File: config.mk
export PLATFORM = sky130hd
export DESIGN_NAME = ahb_lite_arbiter2
export DESIGN_NICKNAME = d
export VERILOG_FILES = /design/src/rtl/ahb_lite_arbiter2.sv
export SDC_FILE = /design/constraint.sdc
export NUM_CORES = 1
export LEC_CHECK = 0
export BUFFER_PORTS_ARGS = -buffer_cell sky130_fd_sc_hd__buf_2
export CORE_AREA = 2 2 110 112
export DETAILED_ROUTE_END_ITERATION = 6
export DIE_AREA = 0 0 112 114
export GPL_ROUTABILITY_DRIVEN = 0
export PLACE_DENSITY = 0.5
export SYNTH_ARGS = -nofsm -noshare
export SYNTH_HDL_FRONTEND = slang
export SYNTH_SLANG_ARGS = --single-unit
File: constraint.sdc
create_clock -name HCLK -period 2.3 [get_ports HCLK]
set_input_delay 0.115 -clock HCLK [delete_from_list [all_inputs] [get_ports HCLK]]
set_output_delay 0.115 -clock HCLK [all_outputs]
set_load 0.02 [all_outputs]
File: src/rtl/ahb_lite_arbiter2.sv
// Two-master AHB-Lite arbiter: shares one slave-side bus between M0 and M1.
// Bursts are never split; data-phase ownership steers HWDATA and HREADY.
//
// Ports:
//   HCLK, HRESET          clock, asynchronous active-high reset
//   M0_* / M1_*           master address/control/write-data inputs
//   M0_HREADY, M1_HREADY  per-master ready (low = stalled or waiting)
//   M_HRDATA              read data broadcast to both masters
//   S_*                   slave-side address/control/write data outputs
//   S_HREADY, S_HRDATA    slave-side ready and read data
//   GNT                   one-hot address-phase owner, 00 = none
module ahb_lite_arbiter2 #(
    parameter int FIXED_PRIO = 0,
    parameter int AW         = 32,
    parameter int DW         = 32
) (
    input  logic          HCLK,
    input  logic          HRESET,
    input  logic [AW-1:0] M0_HADDR,
    input  logic [1:0]    M0_HTRANS,
    input  logic          M0_HWRITE,
    input  logic [2:0]    M0_HSIZE,
    input  logic [DW-1:0] M0_HWDATA,
    output logic          M0_HREADY,
    input  logic [AW-1:0] M1_HADDR,
    input  logic [1:0]    M1_HTRANS,
    input  logic          M1_HWRITE,
    input  logic [2:0]    M1_HSIZE,
    input  logic [DW-1:0] M1_HWDATA,
    output logic          M1_HREADY,
    output logic [DW-1:0] M_HRDATA,
    output logic [AW-1:0] S_HADDR,
    output logic [1:0]    S_HTRANS,
    output logic          S_HWRITE,
    output logic [2:0]    S_HSIZE,
    output logic [DW-1:0] S_HWDATA,
    input  logic          S_HREADY,
    input  logic [DW-1:0] S_HRDATA,
    output logic [1:0]    GNT
);

    localparam logic [1:0] TR_IDLE   = 2'b00;
    localparam logic [1:0] TR_BUSY   = 2'b01;
    localparam logic [1:0] TR_NONSEQ = 2'b10;

    typedef enum logic [1:0] {
        OWN_NONE = 2'd0,
        OWN_M0   = 2'd1,
        OWN_M1   = 2'd2
    } owner_t;

    owner_t     sel;
    owner_t     sel_q;
    owner_t     dp;
    owner_t     rr_pick;
    logic       last;     // 0 = M0 won last NONSEQ, 1 = M1
    logic       lock;
    logic       req0;
    logic       req1;
    logic [1:0] sel_trans;
    logic [1:0] q_trans;

    assign req0 = M0_HTRANS[1];
    assign req1 = M1_HTRANS[1];

    // Transfer type currently presented by the selected master
    always_comb begin
        sel_trans = TR_IDLE;
        unique case (sel)
            OWN_M0:  sel_trans = M0_HTRANS;
            OWN_M1:  sel_trans = M1_HTRANS;
            default: sel_trans = TR_IDLE;
        endcase
    end

    // Transfer type presented by last cycle's owner
    always_comb begin
        q_trans = TR_IDLE;
        unique case (sel_q)
            OWN_M0:  q_trans = M0_HTRANS;
            OWN_M1:  q_trans = M1_HTRANS;
            default: q_trans = TR_IDLE;
        endcase
    end

    assign rr_pick = last ? OWN_M0 : OWN_M1;

    // Address-phase selection. A locked owner keeps the bus only while it
    // continues its burst (SEQ or BUSY, both have bit 0 set); IDLE or a
    // fresh NONSEQ hands the decision back to arbitration.
    always_comb begin
        sel = OWN_NONE;
        if (HRESET) begin
            sel = OWN_NONE;
        end else if (!S_HREADY) begin
            sel = sel_q;
        end else if (lock && q_trans[0]) begin
            sel = sel_q;
        end else if (req0 && req1) begin
            sel = (FIXED_PRIO != 0) ? OWN_M0 : rr_pick;
        end else if (req0) begin
            sel = OWN_M0;
        end else if (req1) begin
            sel = OWN_M1;
        end else begin
            sel = OWN_NONE;
        end
    end

    always_ff @(posedge HCLK or posedge HRESET) begin
        if (HRESET) begin
            sel_q <= OWN_NONE;
            dp    <= OWN_NONE;
            last  <= 1'b1;
            lock  <= 1'b0;
        end else begin
            sel_q <= sel;
            if (S_HREADY) begin
                if (sel != OWN_NONE && sel_trans[1]) begin
                    dp <= sel;
                end else begin
                    dp <= OWN_NONE;
                end
                if (sel != OWN_NONE && sel_trans == TR_NONSEQ) begin
                    last <= (sel == OWN_M1);
                end
                // BUSY inside a burst keeps the bus held
                lock <= (sel != OWN_NONE) &&
                        (sel_trans[1] || (sel_trans == TR_BUSY && lock));
            end
        end
    end

    // Slave-side address/control mux
    always_comb begin
        S_HADDR  = '0;
        S_HTRANS = TR_IDLE;
        S_HWRITE = 1'b0;
        S_HSIZE  = 3'b000;
        unique case (sel)
            OWN_M0: begin
                S_HADDR  = M0_HADDR;
                S_HTRANS = M0_HTRANS;
                S_HWRITE = M0_HWRITE;
                S_HSIZE  = M0_HSIZE;
            end
            OWN_M1: begin
                S_HADDR  = M1_HADDR;
                S_HTRANS = M1_HTRANS;
                S_HWRITE = M1_HWRITE;
                S_HSIZE  = M1_HSIZE;
            end
            default: begin
                S_HADDR  = '0;
                S_HTRANS = TR_IDLE;
                S_HWRITE = 1'b0;
                S_HSIZE  = 3'b000;
            end
        endcase
    end

    // Write data follows the data-phase owner, not the address owner
    always_comb begin
        S_HWDATA = '0;
        unique case (dp)
            OWN_M0:  S_HWDATA = M0_HWDATA;
            OWN_M1:  S_HWDATA = M1_HWDATA;
            default: S_HWDATA = '0;
        endcase
    end

    assign GNT      = {sel == OWN_M1, sel == OWN_M0};
    assign M_HRDATA = S_HRDATA;

    // A master in its data phase waits on the slave; a master only in
    // its address phase waits until it is granted with the bus free.
    always_comb begin
        if (HRESET) begin
            M0_HREADY = 1'b1;
        end else if (dp == OWN_M0) begin
            M0_HREADY = S_HREADY & (~req0 | (sel == OWN_M0));
        end else begin
            M0_HREADY = ~req0 | ((sel == OWN_M0) & S_HREADY);
        end
    end

    always_comb begin
        if (HRESET) begin
            M1_HREADY = 1'b1;
        end else if (dp == OWN_M1) begin
            M1_HREADY = S_HREADY & (~req1 | (sel == OWN_M1));
        end else begin
            M1_HREADY = ~req1 | ((sel == OWN_M1) & S_HREADY);
        end
    end

endmodule

* Word-level counts from Yosys, hierarchy flattened
Index checks and enable logic that the tools add are counted.
Storage, ports and cells: bits in registers 6, logic and storage cells 49, input port bits 175, output and inout port bits 106
Operators by class: multiplexer cells 18, bitwise operators 10, reduce and logical (&&, ||, !) cells 9, equal/unequal tests 8
Operators by type and width (count):
- 32-bit case mux with 2 select lines | 2
- 2-bit 2-to-1 mux | 8
- 2-bit by 1-bit == test with 1-bit output, second input constant | 4
- 2-bit == test, second input constant | 4
- 1-bit logical AND | 6
- 3-bit case mux with 2 select lines | 1
- 1-bit AND | 4
- 1-bit 2-to-1 mux | 4
- 1-bit OR | 4
- 1-bit case mux with 2 select lines | 2
- 2-bit case mux with 2 select lines | 1
- 1-bit inverter | 2
- 2-bit AND reduction | 1
- 2-bit nonzero test | 1
- 1-bit logical OR | 1

* Depth between registers and ports, before layout
Gate-level depths: netlist of the first run.
depth after elaboration 12, gate-level depth with buffers 10, gate-level depth less buffers 9

* Worst setup path before layout of the first run
No wires, ideal clock.
path kind reg-to-output, start point register sel_q[0], end point output S_HADDR[8], data arrival time 2.387 ns, path buffers 2, path slack -0.202 ns, cell stages (with the launch flop) 11, cell sequence dfrtp_1 > inv_1 > ha_1 > nand2b_1 > o211ai_2 > a2bb2oi_1 > ha_1 > buf_4 > buf_4 > a22oi_1 > nor2_1
Between the ends: cells in the longest elaborated chain, start to end 8, elaborated cells on any way between the ends 10, those cells by class eq/ne: 4; mux: 5; reduce/logical: 1
RTL lines:
- start, declared | line 53 | owner_t sel_q;
- start signal, assigned | line 117 | sel_q <= sel;
- 2-bit == test / 2-bit by 1-bit == test with 1-bit output (equally long branches) | line 79 | unique case (sel_q)
- 1-bit case mux with 2 select lines | line 79
- 1-bit logical AND | line 97 | end else if (lock && q_trans[0]) begin
- 2-bit 2-to-1 mux | line 97
- 2-bit 2-to-1 mux * | line 95 | end else if (!S_HREADY) begin
- 2-bit 2-to-1 mux * | line 93 | if (HRESET) begin
- 2-bit by 1-bit == test with 1-bit output *
- named net GNT[0] | line 39 | output logic [1:0] GNT
- 32-bit case mux with 2 select lines * | line 140 | unique case (sel)
- end, declared | line 32 | output logic [AW-1:0] S_HADDR,
The timed path passes the listed nets; every way through them passes the cells marked *.

* Worst setup path after layout of the first run
start point register sel_q[0], end point output S_HADDR[5]
Between the ends: cells in the longest elaborated chain, start to end 8, elaborated cells on any way between the ends 10, those cells by class eq/ne: 4; mux: 5; reduce/logical: 1
RTL lines (line):
- 2-bit == test / 2-bit by 1-bit == test with 1-bit output (equally long branches) | 79
- 1-bit case mux with 2 select lines | 79
- 1-bit logical AND | 97
- 2-bit 2-to-1 mux | 97
- 2-bit 2-to-1 mux * | 95
- 2-bit 2-to-1 mux * | 93
- 2-bit == test / 2-bit by 1-bit == test with 1-bit output (equally long branches) | 140
- 32-bit case mux with 2 select lines * | 140
Mark *: on every way between the ends. The rest lies on a longest branch, timed or not.

==> results of run 1 <==
[worst reg2reg max path, stage by stage (launching register included)]
cell and delay (ps):
dfrtp_2 430, inv_2 90, ha_4 150, a22oi_4 90
buf_4 150, o21ai_4 260, a2bb2oi_4 100, buf_6 130
ha_4 200, buf_6 130, a22o_4 260, buf_6 140
a31oi_4 170, a21oi_2 50
[cell usage after synthesis, drive strengths merged, types with 2 or more instances]
cell type,instances,area [µm²]
nor2,73,274
a22oi,70,539
buf,53,360
inv,9,33.8
ha,7,87.6
a31oi,6,37.5
dfrtp,5,125
a21oi,4,20.0
clkbuf,3,11.3
nand2,3,11.3
nor2b,3,18.8
a22o,2,18.8
a2bb2oi,2,23.8
nand2b,2,12.5
o21ai,2,17.5
o22ai,2,12.5
o2bb2ai,2,17.5
[layer usage]
metal  track usage  vias to the layer above
li1              -                     1279
met1         0.152                     1262
met2         0.204                      103
met3        0.0165                       26
met4        0.0390                        0
met5             0                        -
[power groups by stage]
| stage | sequential [µW] | combinational, µW | clock, µW |
|---|---|---|---|
| floorplan | 115 | 245 | 0 |
| global placement | 116 | 339 | 0 |
| detailed placement | 116 | 345 | 0 |
| CTS | 116 | 428 | 301 |
| global route | 117 | 531 | 310 |
| finish | 117 | 497 | 296 |
[layout make-up]
cell class                      count  area share
Clock buffer                        4      0.0220
Sequential cell                     6      0.0426
Inverter                            9      0.0115
Multi-Input combinational cell    184       0.426
Timing Repair Buffer              244       0.446
Tap cell                          147      0.0513
[logic make-up (layout without fill, tap and decap cells)]
logic type                 Yosys count  after routing  share of synthesized area
AOI/OAI and AO/OA                   94             94                      0.427
adders and majority gates            7              7                     0.0512
buffers and inverters               65            257                      0.237
DFF                                  6              6                     0.0885
and+or+nand+nor                     83             83                      0.196
[repair_timing]
action,in CTS,in global routing
hold buffers,1,0
pin swaps,4,13
setup buffers,3,7
endpoints found under the hold margin,5,0
gates cloned,3,1
endpoints found under the setup margin,44,46
gates resized for setup,59,71
[metrics by stage]
step | hold WS (ps) | cell area, µm²
2_1_floorplan | -62.6 | 1800
3_3_place_gp | 158 | 2810
3_5_place_dp | 168 | 2810
4_1_cts | 230 | 3220
5_1_grt | 230 | 3590
6_report | 230 | 3590
[path summary, 6_finish.rpt]
check	cells past startpoint	slack (ps)	end	startpoint
hold reg to reg	2	570	last	last
setup reg to reg	13	-150	dp[0]	sel_q[0]
hold / removal	0	230	M_HRDATA[22]	S_HRDATA[22]
min in group asynchronous	3	560	sel_q[1]	HRESET
max in group asynchronous	3	1370	sel_q[0]	HRESET
setup / recovery	12	-320	S_HADDR[5]	sel_q[0]
[state kept, by name, summed over array words and instances (netlist names)]
name   cells
dp         2
last       1
lock       1
sel_q      2
==> key figures, run 1 <==
Placed design
  – Port Buffers: 216
  – DP HPWL: 6210 µm
  – Dpl ws: -88.1 ps
  – Dpl cells: 576

Global routing
  – Total grt overflow: 0
  – Largest net degree at the start of global routing: 33
  – Antenna violations before repair: 0
  – Vias in the first global route: 2494
  – Total track usage: 0.118
  – First-pass GRT wire length: 12500 µm

Synthesis
  – Post-synth EDFFs: 0
  – Sequential share of the synthesized area: 0.0885
  – Net Count, Synth: 437
  – Distinct cells, synth: 28
  – Cell Area, Synth: 1710 µm²
  – Register bit total from synthesis: 6
  – Yosys warnings: 0
  – Syn avg cell area: 6.71 µm²
  – Synth Instances: 255
  – Synth Flop Type: dfrtp_1
  – FFs w/ async S/R, synth: 1.00

Final layout
  – Fin cells: 594
  – Commonest non-fill, non-tap cells in the layout: buf_2 (178), nor2_1 (51), a22oi_1 (47)
  – Most common cell after layout, fill and taps aside: buf_2
  – # diodes: 0
  – Seq. cell area: 153 µm²
  – Share of cells above drive strength 1: 0.716
  – Area of the multi-input gates: 1530 µm²
  – Layout fillers: 1269
  – Nets: 630
  – Util after Layout: 0.306
  – Layout area overhead: 110%

Clock tree
  – # clock sinks: 6
  – Num CTS Buffers: 3
  – Worst-Skew Late Latency: 230 ps
  – H-tree Lvls: 1
  – Clock Tree Buf Depth: 2
  – Worst-path clk slew: 30 ps
  – CTS tree: done
  – Root buffer cell: clkbuf_16

Power
  – Internal: 601 µW
  – Total power: 910 µW
  – Sw frac: 0.339
  – Clock power frac: 0.326
  – Switching pwr: 308 µW
  – Sequential power share: 0.128
  – Worst vdd ir: 367 µV
  – Combinational power share: 0.546
  – Power per standard cell area: 254 nW/µm²
  – Lkg Pwr: 0.00159 µW

Die
  – Row cnt: 40
  – Core area: 11700 µm²
  – Die width: 112 µm
  – Die Area: 12800 µm²
  – Initial Util: 0.146
  – Die Y-Extent: 114 µm
  – Ports: 281

Worst setup path
  – Buffers & Inverters on Critical Path: 5
  – Setup crit start kind: flop
  – CP Cell Sequence: inv_2, ha_4, nand2b_4, o2111ai_4, a2bb2oi_4, buf_6, ha_4, buf_12, buf_12, a22oi_2, nor2_2, buf_6
  – Critical Path AT: 2500 ps
  – Worst path top cell family by delay: buffers and inverters
  – CP max FO: 8
  – Worst EP required: 2180 ps
  – Critical path class: reg2out
  – Largest stage delay on the critical path: 430 ps
  – Slowest CP cell: dfrtp_2
  – CP endpoint kind: output pin

Detailed routing
  – Top layer in use: met4
  – Antenna-violating nets left: 0
  – DRT Wirelength: 8930 µm
  – Routed wire per std cell: 15.0 µm
  – Via density: 4.49
  – Routed met2 length: 4550 µm
  – Via Count: 2670
  – Remaining DRCs: 0
  – Metal-1 WL: 3670 µm
  – Initial DRC Count: 108
  – Met3 wire len: 542 µm
  – 1st-pass router iterations: 4

STA
  – Setup WS post-layout: -315 ps
  – Worst slew pin tran: 495 ps
  – Max-slew headroom: 0.670
  – Slew Limit Fails: 0
  – FMAX: 0.382 GHz
  – Setup violations, final: 46
  – Setup TNS: -10300 ps
  – Clock skew: 4.94 ps
  – RSZ-0062 raised after global routing: yes
  – Period utilization: 1.14
  – Period minus WS final: 2620 ps
  – Hold Fails Final Rpt: 0

Min path
  – Hold WC Path Type: in2out

Job
  – Max-cap violations: 0

Run status
  – Status: complete, but fails checks
  – Failing checks: negative setup slack
Power figures use the tool's default switching activity.
==> inputs of run 2 (changes only) <==
- PLACE_DENSITY: 0.5 -> unset
- PLACE_DENSITY_LB_ADDON: unset -> 0.3
==> run 2 against run 1 <==
Compared with the run above:
- the flow still finishes with violations (negative setup slack)
- via count about the same
- sequential cell count unchanged
- register-to-register slack barely moved
- critical path depth is the same
- sequential power is essentially flat
- clock power is essentially flat
- clock skew decreased by 1.8 ps
- power fell by 5.3%
- combinational power down 9.9%
- first-iteration DRC count up 1.9%
- non-clock buffer count decreased by 2
- critical path type unchanged
==> key figures, run 2 (synthesis gave the netlist of run 1 again) <==
Detailed routing
  – Initial DRC Count: 110 (+1.9%)
  – Via density: 4.50 (about the same)
  – Routed wire per std cell: 14.8 µm (-1.5%)
  – Antenna-violating nets left: 0 (unchanged)
  – Remaining DRCs: 0 (unchanged)
  – DRT Wirelength: 8780 µm (-1.6%)
  – 1st-pass router iterations: 4 (unchanged)
  – Via Count: 2668 (-0.075%)

Final layout
  – Largest registers: dp (2), sel_q (2)
  – Nets: 628 (-0.32%)
  – Util after Layout: 0.288 (-0.0183)
  – Most common cell after layout, fill and taps aside: buf_2
  – Layout fillers: 1282 (+1.0%)
  – Commonest non-fill, non-tap cells in the layout: buf_2 (174), a22oi_1 (65), nor2_1 (54)
  – Share of cells above drive strength 1: 0.658 (-0.0575)
  – Cell area after layout: 3370 µm² (-6.0%)
  – Layout area overhead: 97.2%

Die
  – Initial Util: 0.146 (unchanged)
  – Die Area: 12800 µm² (unchanged)
  – Ports: 281 (unchanged)
  – Die Y-Extent: 114 µm (unchanged)
  – Die width: 112 µm (unchanged)
  – Row cnt: 40 (unchanged)
  – Core area: 11700 µm² (unchanged)

Clock tree
  – H-tree Lvls: 1 (unchanged)
  – Num CTS Buffers: 3 (unchanged)
  – Clock Tree Buf Depth: 2 (unchanged)
  – Worst-Skew Late Latency: 230 ps (about the same)
  – # clock sinks: 6 (unchanged)
  – CTS tree: done
  – Worst-path clk slew: 40 ps (about the same)
  – Root buffer cell: clkbuf_16

Global routing
  – Total track usage: 0.113 (-0.00473)
  – Antenna violations before repair: 1 (+1)
  – Met3 usage: 0.0138 (-0.00266)
  – Met1 Usage GRT: 0.145 (-0.00755)
  – Gr busiest metal: met2
  – Vias in the first global route: 2384 (-4.4%)
  – Routing usage on met2: 0.194 (-0.0101)
  – Total grt overflow: 0 (unchanged)
  – First-pass GRT wire length: 12000 µm (-3.8%)
  – Largest net degree at the start of global routing: 33 (unchanged)

Placed design
  – Dpl cell area: 2790 µm² (-0.62%)
  – DP HPWL: 6340 µm (+2.1%)
  – Port Buffers: 216 (unchanged)

STA
  – Clock skew: 3.12 ps (-1.82 ps)
  – RSZ-0062 raised after global routing: yes
  – Max-slew headroom: 0.682 (+0.0119)
  – Slew Limit Fails: 0 (unchanged)
  – Final hold slack: 230 ps (-0.00100 ps)
  – Period utilization: 1.15 (+0.0109)
  – FMAX: 0.379 GHz (-0.95%)
  – Period minus WS final: 2640 ps (+25.1 ps)
  – Setup TNS: -11590 ps (-1300 ps)
  – Setup violations, final: 46 (unchanged)
  – Setup WS post-layout: -340 ps (-25.1 ps)
  – Worst slew pin tran: 477 ps (-17.9 ps)
  – Hold Fails Final Rpt: 0 (unchanged)

Worst setup path
  – CP max FO: 6 (-2)
  – Worst EP required: 2180 ps (about the same)
  – CP endpoint kind: output pin
  – Worst reg-to-reg setup slack: -160 ps (about the same)
  – Critical Path AT: 2530 ps (+30 ps)
  – Critical path class: reg2out
  – Largest stage delay on the critical path: 410 ps (-20 ps)
  – Setup crit start kind: flop
  – CP Cell Sequence: inv_2, ha_4, nand2b_4, o2111ai_4, a2bb2oi_4, buf_6, ha_4, buf_4, clkbuf_16, a22oi_1, nor2_1, buf_4
  – Slowest CP cell: dfrtp_1

Min path
  – Hold WC Path Type: in2out

Run status
  – Status: complete, but fails checks
  – Failing checks: negative setup slack

Power
  – Total power: 862 µW (-5.3%)
  – Power per standard cell area: 255 nW/µm² (+0.72%)
  – Worst vdd ir: 237 µV (-35%)
  – Lkg Pwr: 0.00155 µW (-2.0%)

Job
  – Max-cap violations: 0 (unchanged)
-- run 2: cell count changes in the layout (fill, tap and decap cells not counted), moves of 2 or more --
| cell | before | now |
|---|---|---|
| buf_4 | 32 | 50 |
| a22oi_1 | 47 | 65 |
| a21oi_2 | 2 | 0 |
| a22oi_2 | 22 | 4 |
| buf_6 | 24 | 10 |
| a21oi_1 | 2 | 4 |
| nor2_4 | 3 | 0 |
| buf_2 | 178 | 174 |
| nor2_1 | 51 | 54 |
-- run 2: cell type report --
cell class | count | area [µm²] | area share
Antenna cell | 1 | 2.50 | 0.000742
Clock buffer | 4 | 78.8 | 0.0234
Inverter | 9 | 41.3 | 0.0122
Multi-Input combinational cell | 184 | 1390 | 0.413
Sequential cell | 6 | 151 | 0.0449
Tap cell | 147 | 184 | 0.0545
Timing Repair Buffer | 242 | 1520 | 0.451
-- run 2: metrics by stage --
step	std cells	worst slack, ps
after global placement	572	-3.70
final	593	-340
after floorplan	255	11.6
after detailed placement	572	-30.2
after global routing	593	-414
after CTS	584	-224
-- run 2: final timing paths --
check                                 start          end  cells after the start
worst max-delay path               sel_q[0]  S_HADDR[23]                     12
worst min-delay path            S_HRDATA[5]  M_HRDATA[5]                      0
worst max register to register     sel_q[0]        dp[0]                     12
worst min register to register         last         last                      2
max in group asynchronous            HRESET         last                      3
min in group asynchronous            HRESET     sel_q[0]                      3
-- run 2: what timing repair did --
| item | CTS | global route |
|---|---|---|
| hold endpoints to repair | 5 | 0 |
| gates cloned | 1 | 3 |
| setup endpoints to repair | 44 | 46 |
| buffers inserted | 6 | 5 |
| hold buffers | 1 | 0 |
| gates resized for setup | 40 | 43 |
| pin swaps | 1 | 1 |
-- run 2: critical path: cells and delay by family (launching register included) --
kind            cells  cell delay [ps]
compound gates      3              550
fa+ha+maj           2              390
buf+inv             5              640
flops               1              410
simple gates        2              270
-- run 2: per-layer routing --
metal | part of all wire | routed length, µm
met5 | 0 | 0
met4 | 0.036 | 314
met3 | 0.071 | 623
met2 | 0.50 | 4410
met1 | 0.39 | 3430
-- run 2: report_power, final --
part | switching (µW) | internal [µW] | leakage [µW]
logic | 212 | 236 | 0.00144
clock network | 66.3 | 231 | 0.0000382
registers | 4.96 | 112 | 0.0000792
